[config.mk]
export PLATFORM = sky130hd
export DESIGN_NAME = approx_mul_pipe
export DESIGN_NICKNAME = d
export VERILOG_FILES = /design/src/rtl/approx_mul_pkg.sv /design/src/rtl/approx_mul_pipe_leading_one_pos.sv /design/src/rtl/approx_mul_pipe.sv
export SDC_FILE = /design/constraint.sdc
export NUM_CORES = 1
export LEC_CHECK = 0
export CAP_MARGIN = 20
export CORE_ASPECT_RATIO = 1.5
export CORE_UTILIZATION = 45
export DETAILED_ROUTE_END_ITERATION = 12
export PLACE_DENSITY = 0.74
export SKIP_LAST_GASP = 1
export SYNTH_ARGS = -nofsm -noshare
export SYNTH_HDL_FRONTEND = slang
export SYNTH_SLANG_ARGS = --single-unit
[constraint.sdc]
create_clock -name clk -period 7.7 [get_ports clk]
set_input_delay 2.31 -clock clk [delete_from_list [all_inputs] [get_ports clk]]
set_output_delay 2.31 -clock clk [all_outputs]
set_load 0.02 [all_outputs]
[src/rtl/approx_mul_pkg.sv]
// Shared definitions for the approximate multiplier pipeline.
//
// Contents:
//   LAT          fixed pipeline depth of this revision (3 register stages)
//   kw_f()       width of the summed leading-one exponent, $clog2(width)+1
//   pos_w_f()    width of a single leading-one position
//   stage_ctl_t  per-stage control payload that travels alongside the data
//                (valid, result sign, zero-operand flag)
package approx_mul_pkg;

  localparam int LAT = 3;

  // ka + kb reaches 2*(width-1), and stage 3 adds the mantissa carry on top.
  function automatic int kw_f(input int width);
    return $clog2(width) + 1;
  endfunction

  function automatic int pos_w_f(input int width);
    return (width > 1) ? $clog2(width) : 1;
  endfunction

  typedef struct packed {
    logic valid;
    logic sign;
    logic zero;
  } stage_ctl_t;

endpackage

[src/rtl/approx_mul_pipe_leading_one_pos.sv]
// leading_one_pos: priority encoder returning the index of the most
// significant set bit of x.
//
// Ports:
//   x     in   WIDTH  value to scan
//   pos   out  PW     index of the highest set bit (0 when x is zero)
//   zero  out  1      x has no bit set
module leading_one_pos
  import approx_mul_pkg::*;
#(
  parameter int WIDTH = 8,
  parameter int PW    = pos_w_f(WIDTH)
) (
  input  logic [WIDTH-1:0] x,
  output logic [PW-1:0]    pos,
  output logic             zero
);

  // Scanning upwards lets the highest set bit win.
  always_comb begin
    pos = '0;
    for (int i = 0; i < WIDTH; i++) begin
      if (x[i]) begin
        pos = PW'(i);
      end
    end
  end

  assign zero = ~|x;

endmodule

[src/rtl/approx_mul_pipe.sv]
// approx_mul_pipe: three-stage pipelined Mitchell-style (logarithmic)
// approximate multiplier with valid/ready flow control, per-beat
// signed/unsigned mode and per-beat fraction precision mask.
//
//   stage 1  sign of the result, operand magnitudes, zero flag, mask
//   stage 2  leading-one positions, masked left-aligned fractions,
//            k = ka + kb, s = fa + fb (carry kept)
//   stage 3  mantissa/exponent rebuild, shift, zero force, negate
//
// Ports:
//   clk        in   1         clock, rising edge
//   rst        in   1         asynchronous active-high reset
//   in_valid   in   1         operand beat valid
//   in_ready   out  1         a beat can be accepted this cycle
//   in_a       in   WIDTH     operand A
//   in_b       in   WIDTH     operand B
//   in_signed  in   1         1: two's-complement operands and result
//   in_mask    in   FRAC      fraction mask, bit FRAC-1 weighs 1/2
//   out_valid  out  1         result valid
//   out_ready  in   1         downstream accepts the result
//   out_r      out  2*WIDTH   approximate product (0 whenever out_valid=0)
module approx_mul_pipe #(
  parameter int WIDTH = 8,
  parameter int FRAC  = WIDTH - 1,
  parameter int LAT   = 3
) (
  input  logic               clk,
  input  logic               rst,
  input  logic               in_valid,
  output logic               in_ready,
  input  logic [WIDTH-1:0]   in_a,
  input  logic [WIDTH-1:0]   in_b,
  input  logic               in_signed,
  input  logic [FRAC-1:0]    in_mask,
  output logic               out_valid,
  input  logic               out_ready,
  output logic [2*WIDTH-1:0] out_r
);

  import approx_mul_pkg::*;

  localparam int KW = kw_f(WIDTH);
  localparam int PW = pos_w_f(WIDTH);
  localparam int EW = KW + 1;
  localparam int RW = 2 * WIDTH;
  localparam logic [EW-1:0] FRAC_E = EW'(FRAC);

  // Elaboration-time parameter checks.
  if (LAT != approx_mul_pkg::LAT) begin : g_lat_check
    $error("approx_mul_pipe: LAT must be 3 in this revision");
  end
  if (WIDTH < 4) begin : g_width_check
    $error("approx_mul_pipe: WIDTH must be at least 4");
  end
  if ((FRAC < 1) || (FRAC > WIDTH - 1)) begin : g_frac_check
    $error("approx_mul_pipe: FRAC must lie in 1..WIDTH-1");
  end

  // --------------------------------------------------------------------------
  // Flow control. Each stage loads when it is empty or when the stage after
  // it loads in the same cycle, so bubbles collapse and a full pipeline can
  // still accept a beat in the cycle its head drains.
  // --------------------------------------------------------------------------
  stage_ctl_t s1_ctl_reg, s1_ctl_next;
  stage_ctl_t s2_ctl_reg;
  logic       v3_reg;
  logic       ld1, ld2, ld3;

  assign ld3      = ~v3_reg | out_ready;
  assign ld2      = ~s2_ctl_reg.valid | ld3;
  assign ld1      = ~s1_ctl_reg.valid | ld2;
  assign in_ready = ld1;

  // --------------------------------------------------------------------------
  // Stage 1: sign and magnitudes. The most negative operand negates onto
  // itself, which read as unsigned is exactly its magnitude 2^(WIDTH-1).
  // --------------------------------------------------------------------------
  logic             a_neg, b_neg;
  logic [WIDTH-1:0] mag_a_next, mag_b_next;

  assign a_neg      = in_signed & in_a[WIDTH-1];
  assign b_neg      = in_signed & in_b[WIDTH-1];
  assign mag_a_next = a_neg ? ((~in_a) + WIDTH'(1)) : in_a;
  assign mag_b_next = b_neg ? ((~in_b) + WIDTH'(1)) : in_b;

  always_comb begin
    s1_ctl_next       = '0;
    s1_ctl_next.valid = in_valid;
    s1_ctl_next.sign  = a_neg ^ b_neg;
    s1_ctl_next.zero  = (mag_a_next == '0) || (mag_b_next == '0);
  end

  logic [WIDTH-1:0] s1_mag_a_reg, s1_mag_b_reg;
  logic [FRAC-1:0]  s1_mask_reg;

  // --------------------------------------------------------------------------
  // Stage 2: leading-one detection and fraction sum.
  // Shifting {mag, FRAC zeros} right by the leading-one position puts the
  // leading one at bit FRAC; the cast keeps only the bits below it, already
  // left-aligned. Fraction bits finer than FRAC fall off the bottom.
  // --------------------------------------------------------------------------
  logic [PW-1:0]   ka, kb;
  logic            za, zb;
  logic [FRAC-1:0] fa, fb;
  logic [KW-1:0]   k_next;
  logic [FRAC:0]   s_next;

  leading_one_pos #(.WIDTH(WIDTH), .PW(PW)) u_lop_a (
    .x    (s1_mag_a_reg),
    .pos  (ka),
    .zero (za)
  );

  leading_one_pos #(.WIDTH(WIDTH), .PW(PW)) u_lop_b (
    .x    (s1_mag_b_reg),
    .pos  (kb),
    .zero (zb)
  );

  assign fa     = FRAC'({s1_mag_a_reg, {FRAC{1'b0}}} >> ka) & s1_mask_reg;
  assign fb     = FRAC'({s1_mag_b_reg, {FRAC{1'b0}}} >> kb) & s1_mask_reg;
  assign k_next = KW'(ka) + KW'(kb);
  assign s_next = {1'b0, fa} + {1'b0, fb};

  logic [KW-1:0] s2_k_reg;
  logic [FRAC:0] s2_s_reg;

  // --------------------------------------------------------------------------
  // Stage 3: rebuild 1.f and shift. A fraction carry means fa+fb >= 1; the
  // product is then taken as 2^(k+1)*(fa+fb), whose mantissa is the same
  // {1, s[FRAC-1:0]} pattern one octave higher. The shift by exp-FRAC is
  // split by direction so the dropped low bits are simply truncated.
  // --------------------------------------------------------------------------
  logic [EW-1:0] exp3;
  logic [FRAC:0] m3;
  logic [RW-1:0] mag3;
  logic [RW-1:0] r3_next;

  always_comb begin
    exp3 = EW'(s2_k_reg) + EW'(s2_s_reg[FRAC]);
    m3   = {1'b1, s2_s_reg[FRAC-1:0]};
    if (exp3 >= FRAC_E) begin
      mag3 = RW'(m3) << (exp3 - FRAC_E);
    end else begin
      mag3 = RW'(m3) >> (FRAC_E - exp3);
    end
    if (s2_ctl_reg.zero) begin
      mag3 = '0;
    end
    r3_next = s2_ctl_reg.sign ? ((~mag3) + RW'(1)) : mag3;
  end

  logic [RW-1:0] r3_reg;

  // --------------------------------------------------------------------------
  // Registers. Control/valid state is reset; datapath registers are not and
  // only load when a real beat moves into them.
  // --------------------------------------------------------------------------
  always_ff @(posedge clk or posedge rst) begin
    if (rst) begin
      s1_ctl_reg <= '0;
      s2_ctl_reg <= '0;
      v3_reg     <= 1'b0;
    end else begin
      if (ld1) s1_ctl_reg <= s1_ctl_next;
      if (ld2) s2_ctl_reg <= s1_ctl_reg;
      if (ld3) v3_reg     <= s2_ctl_reg.valid;
    end
  end

  always_ff @(posedge clk) begin
    if (ld1 && in_valid) begin
      s1_mag_a_reg <= mag_a_next;
      s1_mag_b_reg <= mag_b_next;
      s1_mask_reg  <= in_mask;
    end
    if (ld2 && s1_ctl_reg.valid) begin
      s2_k_reg <= k_next;
      s2_s_reg <= s_next;
    end
    if (ld3 && s2_ctl_reg.valid) begin
      r3_reg <= r3_next;
    end
  end

  // The stage-1 zero flag and the encoders' zero outputs describe the same
  // operands and must agree for every live beat.
  always_ff @(posedge clk) begin
    if (!rst && s1_ctl_reg.valid) begin
      assert ((za | zb) == s1_ctl_reg.zero);
    end
  end

  // Gating with the valid bit makes out_r read 0 immediately when rst
  // asserts, without having to reset the wide result register.
  assign out_valid = v3_reg;
  assign out_r     = r3_reg & {RW{v3_reg}};

endmodule

[After elaboration in Yosys (flattened, before gate mapping)]
Index checks and enable logic that the tools add are counted.
Word-level totals
  output and inout port bits: 18
  word-level logic and storage cells: 66
  register bits after elaboration: 58
Operators by class
  muxes and demuxes: 19
  $add $sub $neg: 8
  reduce and logical (&&, ||, !) cells: 6
  bitwise logic cells: 15
  $lt $le $gt $ge: 1
  shifts and indexed selects: 4
Operator list (count)
  16-bit 2-to-1 mux: 3
  15-bit by 3-bit >> shifter with 7-bit output: 2
  3-bit 2-to-1 mux: 8
  16-bit by 1-bit adder with 16-bit output (second input constant): 1
  8-bit by 1-bit adder with 8-bit output (second input constant): 2
  16-bit bitwise AND: 1
  8-bit logical NOT: 2
  8-bit 2-to-1 mux: 2
  16-bit NOT: 1
  8-bit NOT: 2
  8-bit by 5-bit << shifter with 16-bit output: 1
  8-bit by 5-bit >> shifter with 16-bit output: 1
  7-bit bitwise AND: 2
  7-bit by 7-bit adder with 8-bit output: 1
  2-bit 2-to-1 mux: 4
  4-bit by 1-bit adder with 5-bit output: 1
  5-bit by 3-bit greater-or-equal comparator with 1-bit output (second input constant): 1
  3-bit by 5-bit subtractor with 5-bit output (first input constant): 1
  5-bit by 3-bit subtractor with 5-bit output (second input constant): 1
  3-bit by 3-bit adder with 4-bit output: 1
  1-bit logical AND: 3
  1-bit NOT: 3
  1-bit bitwise OR: 3
  1-bit bitwise AND: 2
  other kinds (3): 4

[Depth between registers and ports, before layout]
  word-level depth: 10
  gate-level depth with buffers: 17

[Cells and area by module]
A second synthesis with hierarchy kept.
Unflattened totals
  cells, all modules: 542
  area total of the unflattened synthesis: 5057.4 sq um
Modules (own cells, without submodules)
  approx_mul_pipe: times used 1, sequential area each 1706.6 sq um, cells each 520, area an instance 4922.2 sq um
  leading_one_pos: times used 2, sequential area each 0.0 sq um, cells each 11, area an instance 67.6 sq um

[Least setup slack after synthesis]
Ideal clock, no wire load.
  path type: in2out
  start: input port out_ready
  end: output port in_ready
  data arrival time: 2.706 ns
  path buffers: 0
  cell stages on the path: 1
  setup slack: 2.684 ns
  cells stage by stage: nand4b_1
On the way
  word-level cells in the longest chain between the ends: 3
RTL lines
  start: declaration: line approx_mul_pipe.sv:36  | input logic out_ready,
  1-bit bitwise OR: line approx_mul_pipe.sv:69  | assign ld3 = ~v3_reg | out_ready;
  1-bit bitwise OR: line approx_mul_pipe.sv:70  | assign ld2 = ~s2_ctl_reg.valid | ld3;
  1-bit bitwise OR: line approx_mul_pipe.sv:71  | assign ld1 = ~s1_ctl_reg.valid | ld2;
  end: declaration: line approx_mul_pipe.sv:30  | output logic in_ready,
No other way between the ends.

[Worst setup path in the final report]
Ends and elaborated chain as after synthesis.

==> metrics.md <==
| Metric | Value |
|---|---|
| Crit path kind | input pin to output port |
| Clk_lat worst skew | 0.33 ns |
| Reg2reg path depth | 11 |
| Worst-Margin Slew | 1.03 ns |
| Hold Path Cell Cnt | 2 |
| Fin. max-slew vios | 0 |
| First-pass GRT wire length | 18,600 um |
| Post-CTS Hold Buffers | 0 |
| Detailed Routing Iterations Pass 1 | 5 |
| Die Y | 129 um |
| Critical Path AT | 3.72 ns |
| Syn_area_per_cell | 9.43 um2 |
| Vias in the first global route | 4,038 |
| Vias per std cell | 5.92 |
| Congestion Overflow GR | 0 |
| Tmin final | 6.03 ns |
| Final Cycle Share | 0.783 |
| CTS tree | built |
| # IOs | 46 |
| Post-Route Setup TNS | 0 ns |
| Clk network pwr share | 0.223 |
| Core area | 0.0105 mm2 |
| 1st-iter DRT viols | 316 |
| Yosys Warn Count | 0 |
| Dpl hpwl | 9240 um |
| CTS buffer count | 9 |
| Simple-Gate Fraction of Synth Area | 0.212 |
| Post-synthesis mux area share | 0.0941 |
| Routed WL per cell | 16.5 um |
| Status | complete, no violations |
| Share of layout cells above drive strength 1 | 0.0793 |
| Power Density | 288 mW/mm2 |
| Required time of the worst setup path | 5.39 ns |
| FF+latch count, synth | 58 |
| GR Util All Layers | 0.219 |
| Root Driver | clkbuf_16 |
| Synth Flop Type | edfxtp_1 |
| Synth cell types | 76 |
| Die area | 0.0112 mm2 |
| Hold Vio Cnt, Final | 0 |
| Internal | 1.00 mW |
| Unrepaired setup endpoints after global routing | no |
| Worst vdd ir | 0.000156 V |
| Post-Route WL | 11,500 um |
| Post-Syn Nets | 559 |
| Post-Synth Adder-Cell Area | 0.0524 |
| Logic pwr share | 0.489 |
| Ant. Diodes | 0 |
| Port-buffer cells | 45 |
| Die X | 86.6 um |
| Post-Synthesis Cells | 512 |
| Slew HR | 0.313 |
| Post-synthesis compound-gate area fraction | 0.167 |
| Register area share after synthesis | 0.354 |
| Routed Antenna Nets | 0 |
| Max Root-Sink Buffers | 2 |
| Seq pwr share | 0.287 |
| Initial antenna violation count | 0 |
| Max reg flops | 16 |
| Final RePlAce weighted congestion | 0.952 |
| Post-place setup slack | 1.66 ns |
| Combinational family with the most area after synthesis | simple AND/OR/NAND/NOR gates |
| Cell Area, Synth | 0.00483 mm2 |
| Hold Crit Class | register to register |
| Total Nets Final | 597 |
| Max cap viols | 0 |
| Final setup viols | 0 |
| Post-layout worst setup margin | 1.67 ns |
| Post-Synth XOR/XNOR Area | 0.0814 |
| Number of flops mapped to enable cells by yosys | 51 |
| Vias | 4,136 |
| Post-route DRC | 0 |
| Initial Utilization | 0.458 |
| CTS resizes | 0 |
| Fmax | 166 MHz |
| Asr flop ratio synth | 0.121 |
| Startpoint types | input pin |
| Post-CTS Setup Repair Bufs | 0 |
| Rows | 46 |
| Largest net degree at the start of global routing | 29 |
| CP max FO | 7 |
| Final setup skew | 0.00977 ns |
| Switching share of power | 0.385 |
| P&R area growth vs syn | 17.0% |
| H-tree levels | 3 |
| Clk slew on worst S/H paths | 0.05 ns |
| Sink Count | 58 |
| Switch Pwr | 0.626 mW |
| Leak Pwr | 2.21 nW |
| Crit. End Element | output port |
cells by family (layout without fill, tap and decap cells):
logic type	count (synthesis)	count (layout)
compound gates	120	120
flops	58	58
mux	37	37
buf+inv	45	88
simple gates	197	197
xor+xnor	36	36
fa+ha+maj	19	19
worst max-delay path, stage by stage:
cell,delay (ns)
clkdlybuf4s50_1,0.43
nand4b_1,0.34
clkdlybuf4s50_1,0.63
final cells by class:
type / count / area (um2)
Clock inverter: 3 / 15.0
Sequential cell: 58 / 1710
Clock buffer: 13 / 260
Tap cell: 144 / 180
Inverter: 26 / 97.6
Timing Repair Buffer: 46 / 458
Multi-Input combinational cell: 409 / 2930
Fill cell: 954 / 4880
through the flow:
step | util | std cells | power [mW] | cell area [um2] | hold WS [ns]
4_1_cts | 0.536 | 699 | 1.62 | 5650 | 0.486
3_5_place_dp | 0.510 | 683 | 1.26 | 5370 | 0.473
6_report | 0.536 | 699 | 1.63 | 5650 | 0.487
5_1_grt | 0.536 | 699 | 1.72 | 5650 | 0.525
3_3_place_gp | 0.510 | 683 | 1.23 | 5370 | 0.463
2_1_floorplan | - | 512 | 1.05 | 4830 | 0.449
per-layer routing:
metal / global-route usage / wire (um) / vias up
met1: 0.195 / 3920 / 1958
li1: - / - / 1977
met3: 0.0295 / 363 / 56
met4: 0.187 / 880 / 0
met2: 0.421 / 6370 / 145
met5: 0 / 0 / -
synth_stat cells (all sizes together), types with 11 or more instances:
library cell  number  area [um2]
edfxtp            51        1530
nor2              48         180
nand2             42         160
a21oi             28         140
o21ai             28         140
and2              27         169
inv               26        97.6
mux2i             24         240
ha                17         213
xnor2             17         175
xor2              16         148
nand2b            15        93.8
nand3             11        60.1
nor3              11        60.1
power by group through the flow:
stage / combinational, mW / clock [mW] / sequential, mW
2_1_floorplan: 0.601 / 0 / 0.450
5_1_grt: 0.864 / 0.382 / 0.474
4_1_cts: 0.786 / 0.369 / 0.467
3_5_place_dp: 0.783 / 0 / 0.473
6_report: 0.796 / 0.363 / 0.467
3_3_place_gp: 0.762 / 0 / 0.469
cell usage in the layout, fill, tap and decap left out, drive strengths merged, types with 4 or more instances in the layout:
cell	synthesis	layout
mux2	7	7
a21oi	28	28
nor3b	4	4
xnor2	17	17
nand3	11	11
o211ai	7	7
nor4	4	4
edfxtp	51	51
a21o	6	6
a22oi	4	4
ha	17	17
o21ai	28	28
nand2b	15	15
mux2i	24	24
or4	4	4
o31ai	5	5
or3	6	6
nand2	42	42
xor2	16	16
inv	26	26
or2	5	5
a31oi	5	5
dfrtp	7	7
and3	5	5
nor3	11	11
clkdlybuf4s50	0	45
clkbuf	10	13
mux4	6	6
and2	27	27
nor2b	4	4
nor2	48	48
path summary, 6_finish.rpt:
path | start | to | slack, ns
setup / recovery | out_ready | in_ready | 1.67
min in group asynchronous | rst | out_valid | 2.22
setup reg to reg | s2_k_reg[0] | r3_reg[12] | 3.19
hold / removal | s1_ctl_reg[0] | s2_ctl_reg[0] | 0.49
max in group asynchronous | rst | s2_ctl_reg[0] | 5.27
hold reg to reg | s1_ctl_reg[0] | s2_ctl_reg[0] | 0.49
No activity file was read; power rests on OpenSTA's default activity.
